--- config.mk ---
export PLATFORM = sky130hd
export DESIGN_NAME = pc_sequencer
export DESIGN_NICKNAME = d
export VERILOG_FILES = /design/src/rtl/pc_sequencer.sv
export SDC_FILE = /design/constraint.sdc
export NUM_CORES = 1
export LEC_CHECK = 0
export ABC_AREA = 1
export BUFFER_PORTS_ARGS = -buffer_cell sky130_fd_sc_hd__buf_2
export CAP_MARGIN = 10
export CORE_ASPECT_RATIO = 0.9
export CORE_MARGIN = 3
export CORE_UTILIZATION = 45
export DETAILED_ROUTE_END_ITERATION = 12
export PLACE_DENSITY_LB_ADDON = 0.08
export SLEW_MARGIN = 40
export SYNTH_ARGS = -nofsm -noshare
export SYNTH_HDL_FRONTEND = slang
export SYNTH_SLANG_ARGS = --single-unit
--- constraint.sdc ---
create_clock -name clk -period 3.5 [get_ports clk]
set_clock_uncertainty 0.05 [all_clocks]
set_input_delay 0.175 -clock clk [delete_from_list [all_inputs] [get_ports clk]]
set_output_delay 0.175 -clock clk [all_outputs]
set_load 0.01 [all_outputs]
--- src/rtl/pc_sequencer.sv ---
// pc_sequencer: multicycle fetch/execute sequencer owning the PC.
// Fetches over req/ack, strobes alu_en once, then resolves the next PC from branch_reg.
module pc_sequencer #(
    parameter logic [31:0] RESET_PC = 32'h0000_0000,
    parameter logic [31:0] TRAP_PC  = 32'h0000_0100
) (
    input  logic        clk,
    input  logic        rst,
    input  logic        run,
    input  logic        imem_ack,
    input  logic [31:0] imem_rdata,
    input  logic        is_b_instr,
    input  logic        is_j_instr,
    input  logic        is_jr_instr,
    input  logic [31:0] imm,
    input  logic [31:0] src1,
    input  logic        branch_reg,
    output logic [31:0] pc,
    output logic        imem_req,
    output logic [31:0] imem_addr,
    output logic [31:0] instr_reg,
    output logic        alu_en,
    output logic [31:0] link_addr,
    output logic        retire,
    output logic        misalign_exc
);
    localparam logic [1:0] IDLE = 2'd0, FETCH = 2'd1, EXEC = 2'd2, RESOLVE = 2'd3;
    logic [1:0]  state_q, state_d;
    logic [31:0] pc_q, pc_d, instr_q, instr_d, link_q, link_d, target;
    logic        alu_en_q, retire_q, misalign_q;
    logic        unused_flags;
    // B and JAL share the pc+imm path, so their decode flags do not steer anything
    assign unused_flags = is_b_instr ^ is_j_instr;
    assign target = !branch_reg ? pc_q + 32'd4
                  : is_jr_instr ? (src1 + imm) & ~32'h1
                  : pc_q + imm;
    always_comb begin
        state_d = state_q;
        pc_d    = pc_q;
        instr_d = instr_q;
        link_d  = link_q;
        case (state_q)
            IDLE:    state_d = run ? FETCH : IDLE;
            FETCH:   if (imem_ack) begin
                         instr_d = imem_rdata;
                         link_d  = pc_q + 32'd4;
                         state_d = EXEC;
                     end
            EXEC:    state_d = RESOLVE;
            default: begin
                         pc_d    = target[1] ? TRAP_PC : target;
                         state_d = run ? FETCH : IDLE;
                     end
        endcase
    end
    always_ff @(posedge clk or posedge rst) begin
        if (rst) begin
            state_q    <= IDLE;
            pc_q       <= RESET_PC;
            instr_q    <= '0;
            link_q     <= '0;
            alu_en_q   <= 1'b0;
            retire_q   <= 1'b0;
            misalign_q <= 1'b0;
        end else begin
            state_q    <= state_d;
            pc_q       <= pc_d;
            instr_q    <= instr_d;
            link_q     <= link_d;
            alu_en_q   <= state_q == FETCH && imem_ack;
            retire_q   <= state_q == EXEC;
            misalign_q <= state_q == RESOLVE && target[1];
        end
    end
    assign pc           = pc_q;
    assign imem_req     = state_q == FETCH;
    assign imem_addr    = pc_q;
    assign instr_reg    = instr_q;
    assign link_addr    = link_q;
    assign alu_en       = alu_en_q;
    assign retire       = retire_q;
    assign misalign_exc = misalign_q;
endmodule

==> reports/results.tsv <==
stage	metric	value	unit
pwr	power_leakage	7.23	nW
yosys	avgSynthCellArea	5.84	um^2
worst_setup_path	arrival	2.64	ns
status	status	finished, final reports clean	
detailed_routing	routedWlPerCell	14.9	um
die	pin_count	236	
worst_hold_path	holdCritStartpoint	run	
worst_setup_path	worstReg2RegStart	imem_addr[22]	
grt	grt_max_degree	55	
detailed_routing	wl	33.3	mm
cts	worstSkewPairLatency	0.36	ns
timing	maxSlewHeadroom	52.3	%
cts	clockBufferDepth	2	
cts	cts-root-buf	clkbuf_16	
yosys	yosysMostFrequentCell	nand2_1	
detailed_routing	antenna_left	0	
timing	drv_slew	0	
die	die-area	0.0242	mm^2
die	rows	51	
yosys	synth_top_area_share	28.2	%
yosys	netlist_instances	1723	
cts	cts_buffers	9	
yosys	yosysSeqAreaShare	24.6	%
cts	path_clk_slew	0.07	ns
grt	grt_pass1_vias	9765	
worst_setup_path	crit_type	register to register	
cells_and_area	nNetsFinal	2112	
yosys	synth-warning-count	0	
detailed_routing	first_iter_violations	877	
yosys	synth.area.top_cells	nand2_1 (28%), dfrtp_1 (25%), inv_1 (11%)	
yosys	ys_ff_latch	99	
timing	finalCritPeriodShare	69.8	%
yosys	synth_enable_flop_cells	0	
worst_setup_path	crit_path_end_kind	register	
placed_design	place_area	0.0113	mm^2
cells_and_area	largest_register_ff_count	32	
detailed_routing	vias	11000	
die	core_area	0.0218	mm^2
worst_setup_path	cp-start-kind	register	
placed_design	gp_congestion	0.918	
detailed_routing	via_per_inst	4.91	
timing	rsz0062_at_grt	false	
worst_hold_path	hold_class	input port to register	
detailed_routing	drc	0	
timing	hold_viol	0	
pwr	power	0.00791	W
yosys	yosysTopAreaCell	nand2_1	
grt	antenna_found_initial	0	
grt	grt_usage	26.9	%
pwr	ir_drop	0.374	mV
cells_and_area	area_growth	18.2	%
yosys	netlist_area	0.0101	mm^2
grt	grt_overflow	0	
die	start_util	46.1	%
cells_and_area	drive_gt1_share	14.9	%
cts	htreeDepth	3	
timing	max_freq	0.409	GHz
cells_and_area	utilization	54.5	%
cts	cts_tree	done	
placed_design	dp_hpwl	27.0	mm
cells_and_area	diodes	0	
flow_run	drv_cap	0	
grt	grt_pass1_wl	51.5	mm
cells_and_area	n_fill_cell	2332	
timing	worstMarginPinSlew	0.715	ns
die	die_y	148	um
yosys	async_flop_share	100	%
timing	post-route-min-period	2.44	ns
worst_setup_path	cp.required	3.70	ns
cts	cts_resized	0	
timing	fin_setup_tns	0	ns
cts	clock-sinks	99	
yosys	ys.flop_type	dfrtp_1	
worst_setup_path	crit_fanout	8	
placed_design	port_buffers	230	
die	die_w	164	um
yosys	ys_types	39	
cells_and_area	stdcell_area	0.0119	mm^2
timing	setup_viol	0	
pwr	power_density	665	mW/mm^2
yosys	ys_top_cells_by_count	nand2_1 (755), inv_1 (285), nor2_1 (108)	
detailed_routing	firstDrtPassIters	6	
worst_setup_path	critPathLaunch	imem_addr[22]	
[path summary, 6_finish.rpt]
path,end,slack (ns),depth (start not counted)
worst max-delay path,imem_addr[25],1.06,12
worst min-delay path,state_q[0],0.02,3
worst max register to register,imem_addr[25],1.06,12
worst min register to register,instr_reg[19],0.43,2
max in group asynchronous,instr_reg[28],2.15,4
min in group asynchronous,instr_reg[6],0.46,3
[critical path: stages (launching register included)]
cell and delay, ns:
dfrtp_1 0.53, ha_1 0.44, nand2_1 0.13, nor2_1 0.28, inv_1 0.07, nor3_1 0.24
nand3_1 0.14, nand3_1 0.10, nand3_1 0.07, nand2_1 0.10, nand2_1 0.06, nand2_1 0.08
nand2_1 0.05
[per-stage QoR]
step           hold slack [ns]  setup WS [ns]  std cells
2_1_floorplan            0.235          0.685       1725
3_3_place_gp             0.286           1.14       2188
3_5_place_dp             0.291           1.12       2188
4_1_cts                0.00839           1.08       2237
5_1_grt                 0.0312          0.868       2237
6_report                0.0171           1.06       2237
[power by group]
group	internal, W	total (W)	switching, W
combinational	0.00168	0.00465	0.00297
clock	0.000563	0.00103	0.000469
sequential	0.00163	0.00223	0.000596
total	0.00387	0.00791	0.00404
[cells in the final DEF, fill, tap and decap left out, types with 33 or more instances in the layout]
cell | netlist | routed
nand2_1 | 755 | 754
ha_1 | 66 | 66
buf_2 | 5 | 230
nor2_1 | 108 | 108
a21oi_1 | 70 | 70
dfrtp_1 | 99 | 99
dlygate4sd3_1 | 0 | 33
nand3_1 | 97 | 97
inv_1 | 285 | 283
o21ai_0 | 59 | 59
[per-layer routing]
metal  global-route usage [%]  part of all wire (%)  wire length, um  up-vias
met3                     3.95                   7.6             2530       40
met2                     42.2                    44            14700      398
li1                         -                     -                -     5670
met1                     39.2                    46            15500     4878
met5                        0                     0                0        -
met4                     5.75                   1.8              614        0
[logic make-up (layout without fill, tap and decap cells)]
logic type                 after synthesis  in the layout  share of synthesized area, %
xor gates and xnor gates                36             36                          3.13
buffers and inverters                  356            577                          14.7
other                                    1              3                        0.0373
muxes                                    1              1                         0.112
DFF                                     99             99                          24.6
and+or+nand+nor                       1015           1015                          41.2
AOI/OAI and AO/OA                      148            148                          7.73
adders and majority gates               67             67                          8.41
[area by class of cell]
cell class / count / area [um^2] / area share, %
repair buffers: 273 / 1560 / 13.1
multi-input cells: 1270 / 6110 / 51.4
clock inverters: 6 / 72.6 / 0.610
flip-flops and latches: 99 / 2480 / 20.8
clock buffers: 10 / 229 / 1.92
inverters: 288 / 1080 / 9.11
well taps: 291 / 364 / 3.06
[timing repair]
action,CTS,global route
buffers inserted,0,0
hold buffers,33,0
endpoints found under the hold margin,84,0
Power figures use the tool's default switching activity.
